--- src/rtl/router_pkt_ingress_if.sv ---
// router_pkt_ingress_if: source word stream, per-destination FIFO handshake and status pulses
interface router_pkt_ingress_if #(
  parameter int DATA_W = 8,
  parameter int N_DEST = 3
);
  logic [DATA_W-1:0] data_in;
  logic pkt_vld;
  logic [N_DEST-1:0] fifo_full;
  logic [N_DEST-1:0] wr_en;
  logic [DATA_W-1:0] data_out;
  logic busy;
  logic error;
  logic drop;
  logic pkt_done;
  modport master(output data_in, pkt_vld, fifo_full, input wr_en, data_out, busy, error, drop, pkt_done);
  modport slave(input data_in, pkt_vld, fifo_full, output wr_en, data_out, busy, error, drop, pkt_done);
endinterface

--- src/rtl/router_pkt_ingress.sv ---
// router_pkt_ingress: parses header/payload/parity packets and routes each word to one of N_DEST FIFOs
module router_pkt_ingress #(
  parameter int DATA_W = 8,
  parameter int N_DEST = 3,
  parameter int ADDR_W = 2
) (
  input logic clock,
  input logic resetn,
  router_pkt_ingress_if.slave bus
);
  localparam int LEN_W = DATA_W - ADDR_W;
  typedef enum logic [2:0] {IDLE, PAYLOAD, PARITY, HOLD, DROP} state_t;
  // A word waiting to be written, tagged with its destination and parity outcome
  typedef struct packed {
    logic vld;
    logic last;
    logic bad;
    logic [ADDR_W-1:0] dst;
    logic [DATA_W-1:0] word;
  } ent_t;
  state_t state, state_nx, parse_nx, saved;
  ent_t p, h, cur, nent;
  logic [LEN_W-1:0] cnt, hdr_len;
  logic [DATA_W-1:0] par;
  logic [ADDR_W-1:0] addr, hdr_addr;
  logic accept, hdr_ok, full_sel, wr, stall, drop_q;
  assign hdr_addr = bus.data_in[ADDR_W-1:0];
  assign hdr_len = bus.data_in[DATA_W-1:ADDR_W];
  assign hdr_ok = 32'(hdr_addr) < N_DEST;
  assign accept = bus.pkt_vld && state != HOLD;
  // State register
  always_ff @(posedge clock or negedge resetn)
    if (!resetn) state <= IDLE;
    else state <= state_nx;
  // Packet parsing, write/stall decision and output strobes
  always_comb begin
    parse_nx = state;
    case (state)
      IDLE: parse_nx = !accept ? IDLE : !hdr_ok ? DROP : hdr_len != '0 ? PAYLOAD : PARITY;
      PAYLOAD: parse_nx = accept && cnt == LEN_W'(1) ? PARITY : PAYLOAD;
      PARITY: parse_nx = accept ? IDLE : PARITY;
      DROP: parse_nx = accept && cnt == '0 ? IDLE : DROP;
      default: parse_nx = state;
    endcase
    cur = state == HOLD ? h : p;
    full_sel = |(bus.fifo_full & (N_DEST'(1) << cur.dst));
    wr = cur.vld && !full_sel;
    stall = state != HOLD && p.vld && full_sel;
    state_nx = state == HOLD ? (wr ? saved : HOLD) : stall ? HOLD : parse_nx;
    nent.vld = accept && (state == PAYLOAD || state == PARITY || (state == IDLE && hdr_ok));
    nent.last = state == PARITY;
    nent.bad = par != bus.data_in;
    nent.dst = state == IDLE ? hdr_addr : addr;
    nent.word = bus.data_in;
    bus.wr_en = wr ? N_DEST'(1) << cur.dst : '0;
    bus.data_out = wr ? cur.word : '0;
    bus.busy = state == HOLD;
    bus.error = wr && cur.last && cur.bad;
    bus.drop = drop_q;
    bus.pkt_done = (wr && cur.last) || drop_q;
  end
  // Length counter, running parity, and the pending/holding write entries
  always_ff @(posedge clock or negedge resetn)
    if (!resetn) begin
      p <= '0;
      h <= '0;
      saved <= IDLE;
      cnt <= '0;
      par <= '0;
      addr <= '0;
      drop_q <= 1'b0;
    end else begin
      drop_q <= accept && state == DROP && cnt == '0;
      if (state != HOLD) p <= nent;
      if (stall) begin
        h <= p;
        saved <= parse_nx;
      end else if (state == HOLD && wr) h.vld <= 1'b0;
      if (accept && state == IDLE) begin
        addr <= hdr_addr;
        cnt <= hdr_len;
        par <= bus.data_in;
      end else if (accept && (state == PAYLOAD || (state == DROP && cnt != '0))) begin
        cnt <= cnt - LEN_W'(1);
        par <= par ^ bus.data_in;
      end
    end
endmodule
--- src/flat_wrapper.sv ---
// flat-port wrapper written by rule: the top's interface ports become plain ports
module router_pkt_ingress_flat 
#(
  parameter int DATA_W = 8,
  parameter int N_DEST = 3,
  parameter int ADDR_W = 2
)
  (clock, resetn, bus_data_in, bus_pkt_vld, bus_fifo_full, bus_wr_en, bus_data_out, bus_busy, bus_error, bus_drop, bus_pkt_done);
  router_pkt_ingress_if #(.DATA_W(DATA_W), .N_DEST(N_DEST)) bus_i ();
  input logic clock;
  input logic resetn;
  input wire logic [$bits(bus_i.data_in)-1:0] bus_data_in;
  input wire logic [$bits(bus_i.pkt_vld)-1:0] bus_pkt_vld;
  input wire logic [$bits(bus_i.fifo_full)-1:0] bus_fifo_full;
  output wire logic [$bits(bus_i.wr_en)-1:0] bus_wr_en;
  output wire logic [$bits(bus_i.data_out)-1:0] bus_data_out;
  output wire logic [$bits(bus_i.busy)-1:0] bus_busy;
  output wire logic [$bits(bus_i.error)-1:0] bus_error;
  output wire logic [$bits(bus_i.drop)-1:0] bus_drop;
  output wire logic [$bits(bus_i.pkt_done)-1:0] bus_pkt_done;
  assign bus_i.data_in = bus_data_in;
  assign bus_i.pkt_vld = bus_pkt_vld;
  assign bus_i.fifo_full = bus_fifo_full;
  assign bus_wr_en = bus_i.wr_en;
  assign bus_data_out = bus_i.data_out;
  assign bus_busy = bus_i.busy;
  assign bus_error = bus_i.error;
  assign bus_drop = bus_i.drop;
  assign bus_pkt_done = bus_i.pkt_done;
  router_pkt_ingress #(.DATA_W(DATA_W), .N_DEST(N_DEST), .ADDR_W(ADDR_W)) u_core (.clock(clock), .resetn(resetn), .bus(bus_i));
endmodule
--- config.mk ---
export PLATFORM = sky130hd
export DESIGN_NAME = router_pkt_ingress_flat
export DESIGN_NICKNAME = d
export VERILOG_FILES = /design/src/rtl/router_pkt_ingress_if.sv /design/src/rtl/router_pkt_ingress.sv /design/src/flat_wrapper.sv
export SDC_FILE = /design/constraint.sdc
export NUM_CORES = 1
export LEC_CHECK = 0
export BUFFER_PORTS_ARGS = -buffer_cell sky130_fd_sc_hd__buf_2
export CAP_MARGIN = 20
export CORE_ASPECT_RATIO = 1.75
export CORE_MARGIN = 2
export CORE_UTILIZATION = 49
export DETAILED_ROUTE_END_ITERATION = 16
export PLACE_DENSITY = 0.68
export REMOVE_ABC_BUFFERS = 1
export SLEW_MARGIN = 20
export SYNTH_ARGS = -nofsm -noshare
export SYNTH_HDL_FRONTEND = slang
export SYNTH_SLANG_ARGS = --single-unit
--- constraint.sdc ---
create_clock -name clock -period 3.21 [get_ports clock]
set_input_delay 0.642 -clock clock [delete_from_list [all_inputs] [get_ports clock]]
set_output_delay 0.642 -clock clock [all_outputs]
set_load 0.02 [all_outputs]
-- After elaboration in Yosys (flattened, before gate mapping)
Cells that the tools add are included.
- word-level logic and storage cells: 76
- register bits: 49
- input port bits: 14
- output and inout port bits: 15
- add/subtract/negate cells: 1
- bitwise gates (word level): 2
- reductions and logical operators: 28
- mux-type cells: 20
- eq/ne operators: 7
- shifts and indexed selects: 1
- magnitude comparators: 1
- operators with widths (cell ; number):
    $mux W8 ; 3
    $mux W3 ; 7
    $logic_and A1 B1 Y1 ; 16
    $mux W13 ; 1
    $mux W6 ; 2
    $pmux W3 S4 ; 1
    $reduce_bool A6 Y1 ; 2
    $mux W2 ; 4
    $ne A8 B8 Y1 ; 1
    $xor A8 B8 Y8 ; 1
    $eq A3 B2 Y1 const B ; 2
    $eq A6 B1 Y1 const B ; 1
    $logic_not A6 Y1 ; 1
    $sub A6 B1 Y6 const B ; 1
    $logic_or A1 B1 Y1 ; 4
    $reduce_bool A2 Y1 ; 2
    $and A3 B3 Y3 ; 1
    $eq A3 B1 Y1 const B ; 1
    $eq A3 B3 Y1 const B ; 1
    $logic_not A3 Y1 ; 1
    $ne A3 B2 Y1 const B ; 1
    $reduce_or A3 Y1 ; 1
    $shl A1 B2 Y3 const A ; 1
    $lt A2 B2 Y1 const B ; 1
    2 further kinds ; 3

-- Logic depth before layout (Yosys ltp)
Gate-level depths: netlist of run 1.
- word-level depth: 10
- mapped depth: 7

-- Least setup slack after synthesis of run 1
OpenSTA, ideal clock, no wires.
- kind: reg2out
- from: register u_core.state[2]
- to: output bus_wr_en[1]
- data required time: 2.568 ns
- cell stages (with the launch flop): 5
- arrival time: 2.053 ns
- path slack: 0.515 ns
- buffers on the path: 0
- cell sequence: dfrtp_1 -> nand3b_2 -> inv_2 -> mux2_2 -> a2111oi_1
- word-level cells in the longest chain between the ends: 8
- ends and longest elaborated chain (item ; RTL line ; source):
    start: declaration ; router_pkt_ingress.sv:21 ; state_t state, state_nx, parse_nx, saved;
    start signal: assignment ; router_pkt_ingress.sv:34 ; else state <= state_nx;
    $eq A3 B2 Y1 * ; router_pkt_ingress.sv:45 ; cur = state == HOLD ? h : p;
    $mux W13 * ; router_pkt_ingress.sv:45 ;
    $shl A1 B2 Y3 ; router_pkt_ingress.sv:46, router_pkt_ingress.sv:55 ;
    $and A3 B3 Y3 ; router_pkt_ingress.sv:46 ; full_sel = |(bus.fifo_full & (N_DEST'(1) << cur.dst));
    $reduce_or A3 Y1 ; router_pkt_ingress.sv:46 ;
    $logic_not A1 Y1 ; router_pkt_ingress.sv:47 ; wr = cur.vld && !full_sel;
    $logic_and A1 B1 Y1 ; router_pkt_ingress.sv:47 ;
    $mux W3 * ; router_pkt_ingress.sv:55 ; bus.wr_en = wr ? N_DEST'(1) << cur.dst : '0;
    end: declaration ; flat_wrapper.sv:15 ; output wire logic [$bits(bus_i.wr_en)-1:0] bus_wr_en;
Mark *: on every way between the ends. The rest lies on a longest branch, timed or not.

-- Final worst setup path of run 1
- from: register u_core.state[2]
- to: output bus_pkt_done
- word-level cells in the longest chain between the ends: 9
- ends and longest elaborated chain (item ; RTL line ; source):
    $eq A3 B2 Y1 * ; router_pkt_ingress.sv:45 ;
    $mux W13 * ; router_pkt_ingress.sv:45 ;
    $shl A1 B2 Y3 ; router_pkt_ingress.sv:46 ;
    $and A3 B3 Y3 ; router_pkt_ingress.sv:46 ;
    $reduce_or A3 Y1 ; router_pkt_ingress.sv:46 ;
    $logic_not A1 Y1 ; router_pkt_ingress.sv:47 ;
    $logic_and A1 B1 Y1 ; router_pkt_ingress.sv:47 ;
    $logic_and A1 B1 Y1 * ; router_pkt_ingress.sv:60 ; bus.pkt_done = (wr && cur.last) || drop_q;
    $logic_or A1 B1 Y1 * ; router_pkt_ingress.sv:60 ;
    end: declaration ; flat_wrapper.sv:20 ; output wire logic [$bits(bus_i.pkt_done)-1:0] bus_pkt_done;
Marks and branches as above.

==> results of run 1 <==
layout make-up:
| type | instances | area, µm² |
|---|---|---|
| clock buffer | 5 | 68.8 |
| clock inverter | 3 | 43.8 |
| fill | 576 | 2580 |
| inverter | 11 | 41.3 |
| multi-input combinational | 244 | 1580 |
| sequential | 49 | 1230 |
| tap | 78 | 97.6 |
| timing repair buffer | 35 | 193 |
worst paths after layout:
path,to,from,cells after the start
max,bus_pkt_done,u_core.state[2],7
min,u_core.h[9],resetn,1
max reg2reg,u_core.par[3],u_core.cnt[0],5
min reg2reg,u_core.p[5],u_core.p[5],2
max in group asynchronous,u_core.par[1],resetn,2
min in group clock,u_core.p[5],u_core.p[5],2
cell families (layout without fill, tap and decap cells):
family,Yosys count,in the layout
mux,20,20
flops,49,49
xor+xnor,8,8
buf+inv,36,54
fa+ha+maj,4,4
simple gates,107,107
compound gates,105,105
routing by layer:
metal,vias up,global-route usage (%)
met5,-,0
met4,0,11.3
met3,9,3.04
met2,59,40.7
met1,1261,27.9
li1,1239,-
registers in the layout, indices dropped and copies added (netlist names):
signal,count
u_core.h,13
u_core.p,13
u_core.par,8
u_core.cnt,6
u_core.saved,3
u_core.state,3
u_core.addr,2
u_core.bus.drop,1
worst max-delay path, delay by kind of cell, from the launching register on:
kind | cells | cell delay (ns)
buffers and inverters | 3 | 0.49
AOI/OAI and AO/OA | 2 | 0.43
and+or+nand+nor | 2 | 0.43
DFF | 1 | 0.39
where the power goes:
part | internal [mW] | leakage (nW) | switching [mW]
clock network | 0.234 | 0.0585 | 0.225
registers | 0.814 | 0.597 | 0.199
logic | 0.353 | 0.824 | 0.380
total | 1.40 | 1.48 | 0.805
placed cells by master (no fill, tap or decap), types with 7 or more instances in the layout:
| cell type | netlist | layout |
|---|---|---|
| xor2_1 | 8 | 8 |
| a221oi_1 | 8 | 8 |
| o21ai_0 | 12 | 12 |
| buf_2 | 4 | 28 |
| a21oi_1 | 27 | 27 |
| buf_4 | 2 | 7 |
| nand2_1 | 63 | 63 |
| o22ai_1 | 21 | 21 |
| nor3_1 | 7 | 7 |
| inv_1 | 9 | 9 |
| dfrtp_1 | 49 | 49 |
| mux2_2 | 15 | 15 |
through the flow:
step	hold slack, ns	utilization, %	instance area, µm²	TNS [ns]	total power [mW]
6_report	0.287	55.7	3250	0	2.21
5_1_grt	0.347	55.7	3250	0	2.36
4_1_cts	0.312	55.7	3250	0	2.22
3_5_place_dp	0.479	53.8	3140	0	1.75
3_3_place_gp	0.469	53.8	3140	0	1.72
2_1_floorplan	0.346	-	2840	-0.269	1.55
==> results.sh, run 1 <==
export IMPL_dieArea_um2=6680
export IMPL_outcome="complete, no violations"
export IMPL_cts_tree="yes"
export IMPL_post_drt_wl_per_cell_um=17.0
export IMPL_worstMarginPinSlew_ns=0.856
export IMPL_netlist_area_um2=2950
export IMPL_synth_ff_type="dfrtp_1"
export IMPL_layout_worst_path_cycle_share_pct=84.8
export IMPL_final_cells=425
export IMPL_drive_gt1_share_pct=20.5
export IMPL_slew_viol_final=0
export IMPL_dp_slack_ns=0.716
export IMPL_power_density_nw_per_um2=679
export IMPL_cts_buffers=5
export IMPL_met1Wirelength_mm=2.87
export IMPL_io_pins=29
export IMPL_synth_area_leaders="dfrtp_1, nand2_1, mux2_2"
export IMPL_skew_ns=0.0102
export IMPL_crit_path_cell_trace="nand3b_2, inv_2, buf_4, nand2_1, a2bb2oi_2, o21bai_1, buf_2"
export IMPL_yosys_area_top_type="dfrtp_1"
export IMPL_drt_wl_total_mm=7.21
export IMPL_clock_root_buffer="clkbuf_8"
export IMPL_htreeDepth=2
export IMPL_grt_pass1_wl_mm=12.2
export IMPL_nNetsFinal=363
export IMPL_drc=0
export IMPL_insertion_delay_ns=0.32
export IMPL_fin_crit_ns=2.72
export IMPL_end_kind="primary output"
export IMPL_hold_buffers=0
export IMPL_yosysSeqAreaShare_pct=41.6
export IMPL_drtPass1Iterations=4
export IMPL_io_buffers=28
export IMPL_hold_violations=0
export IMPL_dp_hpwl_mm=5.05
export IMPL_synth_compound_area_share_pct=24.0
export IMPL_synth_async_reset_ratio_pct=100
export IMPL_synthAdderAreaFrac_pct=1.61
export IMPL_antenna_found_initial=0
export IMPL_ys_types=59
export IMPL_synthMuxAreaShare_pct=7.43
export IMPL_setup_viol=0
export IMPL_hold_path_class="in -> async"
export IMPL_critPathRequiredTime_ns=2.57
export IMPL_cp_max_fo=24
export IMPL_clk_pin_slew_ns=0.10
export IMPL_diodes=0
export IMPL_leakage_nw=1.48
export IMPL_worst_slew_margin_rel_pct=42.7
export IMPL_fmax_mhz=367
export IMPL_cts_resized=0
export IMPL_yosys_top_cells_count="nand2_1, dfrtp_1, a21oi_1, o22ai_1, clkbuf_1"
export IMPL_antenna_left=0
export IMPL_syn_area_per_cell_um2=8.96
export IMPL_reg2reg_slack_ns=1.09
export IMPL_cpPeakStageDelay_ns=0.39
export IMPL_cp_start_kind="flip-flop"
export IMPL_rows=37
export IMPL_synth_simple_area_share_pct=18.0
export IMPL_peakVddDrop_mv=0.327
export IMPL_numClockSinks=49
export IMPL_routabilityCongestion=0.919
export IMPL_drt_initial_drc_count=188
export IMPL_rsz0062_at_grt="false"
export IMPL_synth_top_cell_area_share_pct=41.6
export IMPL_crit_slowest_cell="dfrtp_1"
export IMPL_grt_use_total_pct=23.2
export IMPL_synth_most_common_cell="nand2_1"
export IMPL_place_inst=417
export IMPL_synth_top_family_by_area="compound AO/OA/AOI/OAI gates"
export IMPL_areaGrowthSynthToFinish_pct=10.3
export IMPL_synth_xor_area_share_pct=2.38
export IMPL_start_util_pct=50.5
export IMPL_setup_slack_ns=0.487
export IMPL_die_w_um=62.6
export IMPL_post_cts_buffers=0
export IMPL_vias=2568
export IMPL_synth_edff_count=0
export IMPL_arrival_ns=2.08
export IMPL_grt_overflow_total=0
export IMPL_cap_violations=0
export IMPL_grt_pass1_vias=2513
export IMPL_die_y_um=107
export IMPL_core_um2=5830
export IMPL_syn_inst=329
export IMPL_wl_met3_um=225
export IMPL_wl_met2_mm=4.00
export IMPL_synth_seq_cells=49
export IMPL_highest_layer="met4"
export IMPL_grt_max_degree=28
export IMPL_clockBufferDepth=2
export IMPL_ys_warn_count=0
export IMPL_viasPerCell=6.04
export IMPL_crit_type="reg -> out"
No activity file was read; power rests on OpenSTA's default activity.
==> inputs of run 2 (changes only) <==
Clock period 3.21 ns to 2.8 ns, I/O delays scaled along.
==> results.sh, run 2 (synthesis results as in run 1) <==
export IMPL_outcome="complete, no violations"
export IMPL_crit_path_cell_trace="nand3b_2, inv_2, mux2_2, a2111oi_1, buf_2"
export IMPL_diodes=0
export IMPL_cts_buffers=5
export IMPL_clockBufferDepth=2
export IMPL_fmax_mhz=393
export IMPL_worstMarginPinSlew_ns=0.525
export IMPL_io_pins=29
export IMPL_die_w_um=62.6
export IMPL_io_buffers=28
export IMPL_cpPeakStageDelay_ns=0.39
export IMPL_rsz0062_at_grt="false"
export IMPL_dp_slack_ns=0.465
export IMPL_drc=0
export IMPL_die_y_um=107
export IMPL_viasPerCell=6.01
export IMPL_post_drt_wl_per_cell_um=17.1
export IMPL_hold_path_class="in -> async"
export IMPL_core_um2=5830
export IMPL_grt_max_degree=28
export IMPL_largestRegisters="u_core.h x13, u_core.p x13, u_core.par x8"
export IMPL_clk_pin_slew_ns=0.10
export IMPL_crit_type="reg -> out"
export IMPL_insertion_delay_ns=0.32
export IMPL_drtPass1Iterations=4
export IMPL_worst_slew_margin_rel_pct=64.7
export IMPL_cap_violations=0
export IMPL_cts_resized=0
export IMPL_grt_use_total_pct=23.5
export IMPL_num_fill_cells=570
export IMPL_drive_gt1_share_pct=21.4
export IMPL_antenna_left=0
export IMPL_met2_usage_pct=42.5
export IMPL_post_cts_buffers=0
export IMPL_cp_max_fo=6
export IMPL_setup_viol=0
export IMPL_cp_start_kind="flip-flop"
export IMPL_crit_slowest_cell="dfrtp_1"
export IMPL_slew_viol_final=0
export IMPL_grt_pass1_wl_mm=12.4
export IMPL_dp_hpwl_mm=5.17
export IMPL_rows=37
export IMPL_hold_violations=0
export IMPL_critPathRequiredTime_ns=2.24
export IMPL_cts_tree="yes"
export IMPL_met3_usage_pct=2.94
export IMPL_clock_root_buffer="clkbuf_8"
export IMPL_arrival_ns=1.98
export IMPL_setup_slack_ns=0.258
export IMPL_htreeDepth=2
export IMPL_fin_crit_ns=2.54
export IMPL_drt_wl_total_mm=7.34
export IMPL_nNetsFinal=367
export IMPL_end_kind="primary output"
export IMPL_drt_initial_drc_count=150
export IMPL_antenna_found_initial=0
export IMPL_power_density_nw_per_um2=757
export IMPL_busiest_layer="met2"
export IMPL_grt_pass1_vias=2566
export IMPL_skew_ns=0.00600
export IMPL_areaGrowthSynthToFinish_pct=10.7
export IMPL_numClockSinks=49
export IMPL_peakVddDrop_mv=0.389
export IMPL_final_cells=429
export IMPL_place_inst=421
export IMPL_leakage_nw=1.48
export IMPL_layout_worst_path_cycle_share_pct=90.8
export IMPL_hold_buffers=0
export IMPL_layout_common_cells="nand2_1, dfrtp_1, buf_2"
export IMPL_vias=2578
export IMPL_gr_usage_met1_pct=27.5
export IMPL_grt_overflow_total=0
export IMPL_routabilityCongestion=0.958
export IMPL_dieArea_um2=6680
export IMPL_start_util_pct=50.5
export IMPL_final_common_cell="nand2_1"
==> run 2: cell types whose count changed in the layout (fill, tap and decap cells not counted) <==
cell / previous run / this run
buf_4: 7 / 11
clkinvlp_4: 0 / 2
bufinv_16: 1 / 0
clkinv_2: 1 / 0
inv_6: 1 / 0
inv_8: 0 / 1
==> run 2: where the power goes <==
part | leakage, nW | internal (mW) | switching [mW] | total (mW)
Sequential | 0.597 | 0.933 | 0.223 | 1.16
Clock | 0.0423 | 0.182 | 0.270 | 0.453
Combinational | 0.844 | 0.411 | 0.450 | 0.861
Total | 1.48 | 1.53 | 0.944 | 2.47
==> run 2: final cells by class <==
type	instances	area, µm²	area share (%)
Multi-Input combinational cell	244	1580	48.4
Inverter	11	41.3	1.27
Sequential cell	49	1230	37.6
Clock buffer	5	68.8	2.11
Timing Repair Buffer	39	223	6.83
Tap cell	78	97.6	2.99
Clock inverter	3	26.3	0.805
==> run 2: worst max-delay path, delay by kind of cell, from the launching register on <==
| family | cells | cell delay, ns |
|---|---|---|
| flops | 1 | 0.39 |
| mux | 1 | 0.37 |
| buf+inv | 2 | 0.35 |
| compound gates | 1 | 0.34 |
| simple gates | 1 | 0.23 |
==> run 2: worst paths after layout <==
kind,from,end,slack (ns),cells past startpoint
setup / recovery,u_core.state[2],bus_wr_en[1],0.26,5
hold / removal,resetn,u_core.p[11],0.18,1
setup reg to reg,u_core.cnt[2],u_core.par[5],0.78,4
hold reg to reg,u_core.p[2],u_core.p[2],0.50,2
max in group asynchronous,resetn,u_core.h[11],2.03,2
min in group clock,u_core.p[2],u_core.p[2],0.50,2
==> run 2: per-layer routing <==
layer / vias to the layer above / part of all wire [%]
met5: - / 0
met4: 0 / 3.3
met3: 19 / 2.8
met2: 56 / 53
met1: 1254 / 41
li1: 1249 / -
==> run 2: metrics by stage <==
stage / TNS [ns] / total power, mW / area [µm²] / util [%] / hold WS, ns
finish: 0 / 2.47 / 3260 / 55.9 / 0.182
global route: 0 / 2.64 / 3260 / 55.9 / 0.221
CTS: 0 / 2.48 / 3260 / 55.9 / 0.192
detailed placement: 0 / 2.02 / 3170 / 54.3 / 0.475
global placement: 0 / 1.99 / 3170 / 54.3 / 0.468
floorplan: -1.74 / 1.78 / 2840 / - / 0.264
==> inputs of run 3 (changes only) <==
Settings changed: CTS_BUF_LIST set to sky130_fd_sc_hd__clkbuf_2.
==> results.sh, run 3 (synthesis results as in run 1) <==
export IMPL_outcome="complete, no violations"
export IMPL_drtPass1Iterations=4
export IMPL_power_frac_seq_pct=48.5
export IMPL_timing_rr_end="u_core.par[5]"
export IMPL_cap_violations=0
export IMPL_skew_ns=0.0142
export IMPL_reg2reg_depth=4
export IMPL_grt_overflow_total=0
export IMPL_leakage_nw=1.49
export IMPL_dp_hpwl_mm=5.17
export IMPL_timing_rr_start="u_core.cnt[2]"
export IMPL_viasPerCell=5.97
export IMPL_grt_pass1_wl_mm=12.5
export IMPL_vias=2571
export IMPL_insertion_delay_ns=0.47
export IMPL_fin_util_pct=56.1
export IMPL_htreeDepth=2
export IMPL_arrival_ns=2.13
export IMPL_drt_initial_drc_count=143
export IMPL_num_fill_cells=570
export IMPL_cts_buffers=5
export IMPL_nNetsFinal=369
export IMPL_comb_power_share_pct=37.8
export IMPL_io_pins=29
export IMPL_clkPwrFrac_pct=13.8
export IMPL_grt_pass1_vias=2541
export IMPL_clock_root_buffer="clkbuf_2"
export IMPL_largestRegisters="u_core.h x13, u_core.p x13, u_core.par x8"
export IMPL_hold_start="bus_data_in[6]"
export IMPL_drt_wl_total_mm=7.38
export IMPL_netSwitchingFraction_pct=40.0
export IMPL_critPathRequiredTime_ns=2.24
export IMPL_rows=37
export IMPL_grt_max_degree=28
export IMPL_drive_gt1_share_pct=21.8
export IMPL_layout_worst_path_cycle_share_pct=95.9
export IMPL_start_util_pct=50.5
export IMPL_antenna_found_initial=0
export IMPL_cp_max_fo=6
export IMPL_cts_tree="yes"
export IMPL_switchingPower_mw=0.952
export IMPL_slew_viol_final=0
export IMPL_diodes=0
export IMPL_final_common_cell="nand2_1"
export IMPL_holdWs_ns=0.363
export IMPL_worstMarginPinSlew_ns=0.532
export IMPL_p_int_mw=1.43
export IMPL_fmax_mhz=372
export IMPL_hold_path_class="in -> reg"
export IMPL_post_drt_wl_per_cell_um=17.1
export IMPL_clockBufferDepth=2
export IMPL_layout_common_cells="nand2_1, dfrtp_1, buf_2"
export IMPL_fin_crit_ns=2.69
export IMPL_die_y_um=107
export IMPL_io_buffers=28
export IMPL_core_um2=5830
export IMPL_numClockSinks=49
export IMPL_cp_start_kind="flip-flop"
export IMPL_end_kind="primary output"
export IMPL_antenna_left=0
export IMPL_reg2reg_slack_ns=0.73
export IMPL_whs_endpoint="u_core.p[6]"
export IMPL_power_density_nw_per_um2=728
export IMPL_hold_violations=0
export IMPL_dieArea_um2=6680
export IMPL_routabilityCongestion=0.958
export IMPL_hold_depth=3
export IMPL_drc=0
export IMPL_die_w_um=62.6
export IMPL_grt_use_total_pct=23.5
export IMPL_areaGrowthSynthToFinish_pct=11.0
export IMPL_crit_type="reg -> out"
export IMPL_peakVddDrop_mv=0.341
export IMPL_setup_viol=0
export IMPL_worst_slew_margin_rel_pct=64.3
export IMPL_clk_pin_slew_ns=0.28
export IMPL_setup_worst_path_start="u_core.state[2]"
[run 3: how the worst max path moves through the flow]
stage,slack [ns],end
2_1_floorplan,-0.60,bus_wr_en[1]
3_3_place_gp,0.50,bus_pkt_done
3_5_place_dp,0.46,bus_pkt_done
4_1_cts,0.03,bus_wr_en[1]
5_1_grt,-0.00003,bus_wr_en[1]
6_report,0.11,bus_wr_en[1]
[run 3: through the flow]
step / total power [mW] / TNS (ns) / cells / setup slack [ns] / instance area, µm²
floorplan: 1.78 / -1.74 / 304 / -0.597 / 2840
global placement: 1.99 / 0 / 421 / 0.501 / 3170
detailed placement: 2.02 / 0 / 421 / 0.465 / 3170
CTS: 2.35 / 0 / 430 / 0.0309 / 3230
global route: 2.56 / -0.0000320 / 431 / -0.0000320 / 3270
finish: 2.38 / 0 / 431 / 0.114 / 3270
[run 3: worst max-delay path: stages, from the launching register on]
cell       delay (ns)
dfrtp_1          0.44
nand3b_2         0.26
inv_4            0.11
mux2_4           0.32
a2111oi_2        0.31
buf_2            0.22
[run 3: cell type report]
class	count	area, µm²	share of cell area [%]
clock inverters	3	26.3	0.803
well taps	78	97.6	2.98
inverters	11	43.8	1.34
flip-flops and latches	49	1230	37.5
clock buffers	5	25.0	0.765
multi-input cells	244	1610	49.2
repair buffers	41	244	7.46
[run 3: metal layers]
layer	track usage [%]	part of all wire [%]
met1	28.3	41
met2	41.7	53
met3	3.36	3.0
met4	9.68	2.5
met5	0	0
[run 3: what timing repair did]
action	in CTS	in global routing
endpoints found under the setup margin	0	8
hold endpoints to repair	20	0
buffers inserted	0	1
hold buffers	1	0
resized for setup	0	6
[run 3: power by group through the flow]
stage / registers (mW) / clock network (mW) / logic (mW)
6_report: 1.15 / 0.327 / 0.899
5_1_grt: 1.19 / 0.362 / 1.01
4_1_cts: 1.15 / 0.343 / 0.859
3_5_place_dp: 1.17 / 0 / 0.851
3_3_place_gp: 1.16 / 0 / 0.828
2_1_floorplan: 1.13 / 0 / 0.654
